File: config.mk
export PLATFORM = sky130hd
export DESIGN_NAME = tm1638_slave_emu
export DESIGN_NICKNAME = d
export VERILOG_FILES = /design/src/rtl/tm1638_pkg.sv /design/src/rtl/tm1638_in_sync.sv /design/src/rtl/tm1638_slave_emu.sv
export SDC_FILE = /design/constraint.sdc
export NUM_CORES = 1
export LEC_CHECK = 0
export BUFFER_PORTS_ARGS = -buffer_cell sky130_fd_sc_hd__buf_2
export CAP_MARGIN = 20
export CORE_ASPECT_RATIO = 1.2
export CORE_MARGIN = 3
export CORE_UTILIZATION = 60
export CTS_CLUSTER_SIZE = 16
export DETAILED_ROUTE_END_ITERATION = 16
export PLACE_DENSITY_LB_ADDON = 0.2
export SLEW_MARGIN = 20
export SYNTH_ARGS = -nofsm -noshare
export SYNTH_HDL_FRONTEND = slang
export SYNTH_SLANG_ARGS = --single-unit
File: constraint.sdc
create_clock -name CK_i -period 6.6 [get_ports CK_i]
set_clock_uncertainty 0.1 [all_clocks]
set_input_delay 0.66 -clock CK_i [delete_from_list [all_inputs] [get_ports CK_i]]
set_output_delay 0.66 -clock CK_i [all_outputs]
set_load 0.005 [all_outputs]
File: src/rtl/tm1638_pkg.sv
// Shared TM1638 link definitions: command classes, command bit positions and
// the slave-side link FSM states.
package tm1638_pkg;

  localparam logic [1:0] C_CMD_DATA = 2'b01;
  localparam logic [1:0] C_CMD_DISP = 2'b10;
  localparam logic [1:0] C_CMD_ADDR = 2'b11;

  localparam int unsigned C_BIT_RD      = 1;
  localparam int unsigned C_BIT_FIX     = 2;
  localparam int unsigned C_BIT_DISP_ON = 3;

  typedef enum logic [2:0] {
    ST_IDLE,
    ST_CMD,
    ST_WR,
    ST_RD,
    ST_IGN
  } state_e;

endpackage

File: src/rtl/tm1638_in_sync.sv
// Multi-flop synchronizer for one asynchronous link pin followed by a
// rise/fall detector on the synchronized level.
module tm1638_in_sync #(
  parameter int unsigned C_SYNC_N = 2
) (
  input  logic CK_i,
  input  logic D_i,
  output logic Q_o,
  output logic RISE_o,
  output logic FALL_o
);

  logic [C_SYNC_N-1:0] sync_q, sync_d;
  logic                prev_q, prev_d;

  // No reset: the chain keeps tracking the pin through reset so that a link
  // held mid-frame does not produce a fake edge once reset is released.
  always_comb begin
    sync_d = {sync_q[C_SYNC_N-2:0], D_i};
    prev_d = sync_q[C_SYNC_N-1];
  end

  always_ff @(posedge CK_i) begin
    sync_q <= sync_d;
    prev_q <= prev_d;
  end

  assign Q_o    = sync_q[C_SYNC_N-1];
  assign RISE_o = sync_q[C_SYNC_N-1] & ~prev_q;
  assign FALL_o = ~sync_q[C_SYNC_N-1] & prev_q;

endmodule

File: src/rtl/tm1638_slave_emu.sv
// TM1638 chip-side emulator: decodes STB/CLK/DIO frames into a 16x8 display
// RAM and display-control state, and shifts out key-scan bytes on reads.
module tm1638_slave_emu
  import tm1638_pkg::*;
#(
  parameter int unsigned C_SYNC_N = 2
) (
  input  logic        CK_i,
  input  logic        RST_i,
  input  logic        SCLK_i,
  input  logic        SS_i,
  input  logic        MOSI_i,
  output logic        MISO_o,
  output logic        MISO_OE_o,
  input  logic [31:0] KEY_BYTES_i,
  input  logic [3:0]  RAM_RADR_i,
  output logic [7:0]  RAM_RDAT_o,
  output logic        DISP_ON_o,
  output logic [2:0]  BRIGHT_o,
  output logic        FRAME_o,
  output logic        PROTO_ERR_o
);

  logic sclk_s, sclk_rise, sclk_fall;
  logic ss_s, ss_rise, ss_fall;
  logic mosi_s, mosi_rise, mosi_fall;

  tm1638_in_sync #(.C_SYNC_N(C_SYNC_N)) u_sync_sclk (
    .CK_i(CK_i), .D_i(SCLK_i), .Q_o(sclk_s), .RISE_o(sclk_rise), .FALL_o(sclk_fall)
  );
  tm1638_in_sync #(.C_SYNC_N(C_SYNC_N)) u_sync_ss (
    .CK_i(CK_i), .D_i(SS_i), .Q_o(ss_s), .RISE_o(ss_rise), .FALL_o(ss_fall)
  );
  tm1638_in_sync #(.C_SYNC_N(C_SYNC_N)) u_sync_mosi (
    .CK_i(CK_i), .D_i(MOSI_i), .Q_o(mosi_s), .RISE_o(mosi_rise), .FALL_o(mosi_fall)
  );

  logic unused_sync;
  assign unused_sync = ^{sclk_s, ss_s, mosi_rise, mosi_fall};

  state_e      state_q, state_d;
  logic [2:0]  bit_cnt_q, bit_cnt_d;
  logic [6:0]  shift_q, shift_d;
  logic        rd_q, rd_d, fix_q, fix_d;
  logic [3:0]  addr_q, addr_d;
  logic        disp_on_q, disp_on_d;
  logic [2:0]  bright_q, bright_d;
  logic        miso_q, miso_d, miso_oe_q, miso_oe_d;
  logic        frame_q, frame_d, perr_q, perr_d;
  logic [31:0] key_q, key_d;
  logic        adv_q, adv_d;
  logic [7:0]  ram_q [16];
  logic [7:0]  rdat_q;
  logic        we;
  logic [7:0]  byte_w;
  logic        byte_done;

  assign byte_w    = {mosi_s, shift_q};
  assign byte_done = sclk_rise && (bit_cnt_q == 3'd7);

  always_comb begin
    state_d   = state_q;
    bit_cnt_d = bit_cnt_q;
    shift_d   = shift_q;
    rd_d      = rd_q;
    fix_d     = fix_q;
    addr_d    = addr_q;
    disp_on_d = disp_on_q;
    bright_d  = bright_q;
    miso_d    = miso_q;
    miso_oe_d = miso_oe_q;
    key_d     = key_q;
    adv_d     = adv_q;
    frame_d   = 1'b0;
    perr_d    = 1'b0;
    we        = 1'b0;

    if (ss_rise) begin
      state_d   = ST_IDLE;
      miso_oe_d = 1'b0;
      miso_d    = 1'b0;
      frame_d   = 1'b1;
      perr_d    = (bit_cnt_q != 3'd0);
      bit_cnt_d = 3'd0;
    end else if (ss_fall) begin
      state_d   = ST_CMD;
      bit_cnt_d = 3'd0;
    end else if (state_q != ST_IDLE) begin
      if (sclk_rise) begin
        bit_cnt_d = bit_cnt_q + 3'd1;
        shift_d   = byte_w[7:1];
      end
      case (state_q)
        ST_CMD: begin
          if (byte_done) begin
            case (byte_w[7:6])
              C_CMD_DATA: begin
                rd_d  = byte_w[C_BIT_RD];
                fix_d = byte_w[C_BIT_FIX];
                if (byte_w[C_BIT_RD]) begin
                  key_d     = KEY_BYTES_i;
                  miso_d    = KEY_BYTES_i[0];
                  miso_oe_d = 1'b1;
                  adv_d     = 1'b0;
                  state_d   = ST_RD;
                end else begin
                  state_d = ST_IGN;
                end
              end
              C_CMD_DISP: begin
                disp_on_d = byte_w[C_BIT_DISP_ON];
                bright_d  = byte_w[2:0];
                state_d   = ST_IGN;
              end
              C_CMD_ADDR: begin
                addr_d = byte_w[3:0];
                if (rd_q) begin
                  perr_d  = 1'b1;
                  state_d = ST_IGN;
                end else begin
                  state_d = ST_WR;
                end
              end
              default: begin
                perr_d  = 1'b1;
                state_d = ST_IGN;
              end
            endcase
          end
        end
        ST_WR: begin
          if (byte_done) begin
            we = 1'b1;
            if (!fix_q) addr_d = addr_q + 4'd1;
          end
        end
        ST_RD: begin
          // A fall only advances once the master has sampled on a rise, so
          // the fall that opens the first read bit keeps key bit 0 on the pin.
          if (sclk_rise) begin
            adv_d = 1'b1;
          end else if (sclk_fall && adv_q) begin
            key_d  = {1'b0, key_q[31:1]};
            miso_d = key_q[1];
            adv_d  = 1'b0;
          end
        end
        default: ;
      endcase
    end
  end

  always_ff @(posedge CK_i) begin
    if (RST_i) begin
      state_q   <= ST_IDLE;
      bit_cnt_q <= '0;
      shift_q   <= '0;
      rd_q      <= 1'b0;
      fix_q     <= 1'b0;
      addr_q    <= '0;
      disp_on_q <= 1'b0;
      bright_q  <= '0;
      miso_q    <= 1'b0;
      miso_oe_q <= 1'b0;
      frame_q   <= 1'b0;
      perr_q    <= 1'b0;
      key_q     <= '0;
      adv_q     <= 1'b0;
      ram_q     <= '{default: '0};
      rdat_q    <= '0;
    end else begin
      state_q   <= state_d;
      bit_cnt_q <= bit_cnt_d;
      shift_q   <= shift_d;
      rd_q      <= rd_d;
      fix_q     <= fix_d;
      addr_q    <= addr_d;
      disp_on_q <= disp_on_d;
      bright_q  <= bright_d;
      miso_q    <= miso_d;
      miso_oe_q <= miso_oe_d;
      frame_q   <= frame_d;
      perr_q    <= perr_d;
      key_q     <= key_d;
      adv_q     <= adv_d;
      if (we) ram_q[addr_q] <= byte_w;
      rdat_q    <= ram_q[RAM_RADR_i];
    end
  end

  assign MISO_o      = miso_q;
  assign MISO_OE_o   = miso_oe_q;
  assign RAM_RDAT_o  = rdat_q;
  assign DISP_ON_o   = disp_on_q;
  assign BRIGHT_o    = bright_q;
  assign FRAME_o     = frame_q;
  assign PROTO_ERR_o = perr_q;

endmodule

==> metrics.md <==
| Metric | Value |
|---|---|
| Status | `complete, no violations` |
| Drt wl/cell | `roughly 19 um` |
| Yosys cell types | `52` |
| CTS tree | `yes` |
| Antenna viol nets, final | `0` |
| Startpoint type of the worst setup path | `flip-flop` |
| Setup crit end kind | `flip-flop` |
| Final setup violation count | `0` |
| Main synth FF type | `dfxtp_1` |
| Final Hold Viols | `0` |
| Area Overhead vs Synth | `11.0%` |
| # rows | `48` |
| Hold Buf Count CTS | `0` |
| Starting Density | `62.1%` |
| 1st-iter DRT viols | `550` |
| Vias/cell | `6.15` |
| Synth area leader | `dfxtp_1` |
| Peak supply drop | `~0.25 mV` |
| Share of layout cells above drive strength 1 | `14.1%` |
| Diode count | `0` |
| Sw frac | `20.6%` |
| Post-CTS Resized | `0` |
| Synthesized Nets | `between 900 and 1000` |
| Reg clk slew, reported paths | `about 60 ps` |
| Largest net degree at the start of global routing | `96` |
| Register-to-register setup slack | `3470 ps` |
| Sw Pwr | `roughly 0.53 mW` |
| Synth Register Bits | `about 200` |
| RD Place Congestion | `0.810` |
| CTS Sinks | `between 200 and 250` |
| Area contributors post-synth | `dfxtp_1 45%, mux2i_1 18%, nor2_1 6.3%` |
| Finished Cell Area | `approximately 10000 um2` |
| Final WL | `approximately 21000 um` |
| Hold path startpoint | `MOSI_i` |
| Post-synth top area share | `45.0%` |
| Comb pwr share | `about 3.4%` |
| First-pass DRT Iterations | `7` |
| CP max FO | `34` |
| Worst-margin pin slew | `slightly below 1000 ps` |
| Setup bufs post-CTS | `0` |
| Period utilization | `47.4%` |
| FF-to-FF Start | `shift_q[1]` |
| CTS max path bufs | `3` |
| Clk root buf | `clkbuf_16` |
| Placed inst area | `9270 um2` |
| Worst Path Arrival | `between 3000 and 4000 ps` |
| Vias in the first global route | `6955` |
| Max Slew Vio Count | `0` |
| Core ar. | `14500 um2` |
| Number of enable flip-flop cells after synthesis | `0` |
| Final TNS setup | `0 ps` |
| Fmax | `between 300 and 400 MHz` |
| GRT overflow | `0` |
| Clk pwr share | `between 40% and 50%` |
| CP startpoint | `shift_q[1]` |
| DRC | `0` |
| Die width | `118 um` |
| Register area share after synthesis | `45.0%` |
| Vias | `roughly 6900` |
| Post-Syn Area | `9020 um2` |
| CP Class | `flip-flop to flip-flop` |
| Port buffer count | `56` |
| Internal power | `2.05 mW` |
| Sequential power share | `47.9%` |
| Initial antenna violation count | `0` |
| Yosys warns | `0` |
| CTS Buf Count | `20` |
| Final min period | `around 3100 ps` |
| Total power per unit cell area | `258 nW/um2` |
| Mapped Cells | `914` |
| Max-Cap Viols | `0` |
| Post-synth ARST share | `0%` |
| H-tree depth | `1` |
| First-pass GRT wire length | `34700 um` |
| Worst-Skew Late Latency | `a little under 500 ps` |
| Leakage power | `4.51 nW` |
| Avg Synthesized Cell Area | `9.87 um2` |
| Total track usage | `25.3%` |
| Hold/Removal Path Class | `input port to flip-flop` |
| HPWL after detailed placement | `around 13000 um` |
| Nets | `roughly 960` |
| Io pins | `57` |
| CP required | `6820 ps` |
| Unrepaired setup endpoints after global routing | `no` |
| Headroom to the max-slew limit | `34.3%` |
| Die Span Y | `140 um` |
| Die area | `between 15000 and 20000 um2` |
==> logic make-up (layout without fill, tap and decap cells) <==
| logic type | after synthesis | in the layout | share of synthesized area [%] |
|---|---|---|---|
| xor+xnor | 1 | 1 | 0.0971 |
| compound gates | 115 | 115 | 9.11 |
| flops | 203 | 203 | 45.0 |
| mux | 184 | 184 | 23.7 |
| fa+ha+maj | 9 | 9 | 1.25 |
| simple gates | 306 | 306 | 16.5 |
| buf+inv | 96 | 109 | 4.26 |
==> cells in the mapped netlist, types with 5 or more instances <==
library cell,instances
inv_1,11
mux4_2,24
mux2i_1,160
nor2b_1,9
o21ai_0,6
and3b_1,11
nand3_1,42
and3_1,5
dfxtp_1,203
buf_2,7
a21oi_1,39
a311oi_1,31
nor2_1,151
nand4_1,18
nand2_1,39
nor3b_1,6
a22oi_1,6
o211ai_1,6
ha_1,9
clkbuf_1,74
==> area by class of cell <==
class | instances | area (um2)
clock inverter | 8 | 145
fill | 1078 | 4520
clock buffer | 27 | 598
inverter | 11 | 41.3
sequential | 203 | 4060
multi-input combinational | 615 | 4580
timing repair buffer | 63 | 335
tap | 200 | 250
==> worst max-delay path, cell delays in order, from the launching register on <==
cell and delay [ps]:
dfxtp_1 900, and3b_1 360, o2bb2ai_2 120, buf_4 330, and2_0 640, buf_4 350, a311oi_1 130
==> placed cells by master (no fill, tap or decap), types with 2 or more instances in the layout <==
| cell type | count |
|---|---|
| dfxtp_1 | 203 |
| o21ai_0 | 6 |
| a21oi_1 | 39 |
| clkbuf_8 | 5 |
| bufinv_16 | 4 |
| clkinv_2 | 2 |
| a32oi_1 | 4 |
| and3b_1 | 11 |
| clkinvlp_4 | 2 |
| nand3b_1 | 2 |
| and3_1 | 5 |
| nor4_4 | 3 |
| mux4_2 | 24 |
| clkbuf_16 | 21 |
| a22o_1 | 4 |
| a31oi_1 | 2 |
| a22oi_1 | 6 |
| nor3_1 | 4 |
| o211ai_1 | 6 |
| a221o_1 | 4 |
| o41ai_1 | 3 |
| nand2_1 | 39 |
| nor2_1 | 151 |
| nand4_1 | 18 |
| and2_1 | 3 |
| nor2b_1 | 8 |
| buf_2 | 55 |
| a311oi_1 | 31 |
| ha_1 | 9 |
| nand3_1 | 42 |
| nor3b_1 | 6 |
| or4_1 | 2 |
| nand2b_1 | 2 |
| mux2i_1 | 160 |
| buf_4 | 8 |
| inv_1 | 11 |
==> power by group through the flow <==
stage | Clock (mW) | Combinational, mW | Sequential, mW
floorplan | 0 | 0.0643 | 1.26
global placement | 0 | 0.0853 | 1.26
detailed placement | 0 | 0.0875 | 1.26
CTS | 1.27 | 0.0883 | 1.24
global route | 1.33 | 0.0967 | 1.24
finish | 1.26 | 0.0889 | 1.24
==> path summary, 6_finish.rpt <==
| check | endpoint | depth (start not counted) |
|---|---|---|
| min reg2reg | u_sync_mosi.sync_q[1] | 0 |
| max reg2reg | key_q[7] | 6 |
| min | u_sync_mosi.sync_q[0] | 1 |
| max | key_q[7] | 6 |
==> state kept, by name (all words and copies together), names as in the netlist, 2 cells and up <==
name / cells
u_sync_sclk.sync_q: 2
BRIGHT_o: 3
addr_q: 4
u_sync_ss.sync_q: 2
shift_q: 7
ram_q: 128
u_sync_mosi.sync_q: 2
key_q: 31
state_q: 3
RAM_RDAT_o: 8
bit_cnt_q: 3
==> stage by stage <==
stage / utilization (%) / setup slack (ps) / hold WS, ps / power [mW] / cells
global route: 68.9 / 3300 / 161 / 2.66 / 1127
finish: 68.9 / 3470 / 177 / 2.58 / 1127
CTS: 68.9 / 3520 / 169 / 2.60 / 1127
detailed placement: 63.8 / 3530 / 220 / 1.35 / 1092
floorplan: - / 4100 / 210 / 1.32 / 914
global placement: 63.8 / 3700 / 213 / 1.35 / 1092
==> routing by layer <==
layer,global-route usage (%),vias to the layer above,part of all wire [%]
li1,-,3279,-
met1,30.7,3386,42
met2,47.1,224,52
met3,3.31,39,4.9
met4,7.04,0,1.9
met5,0,-,0
(Power assumes the default switching activity.)
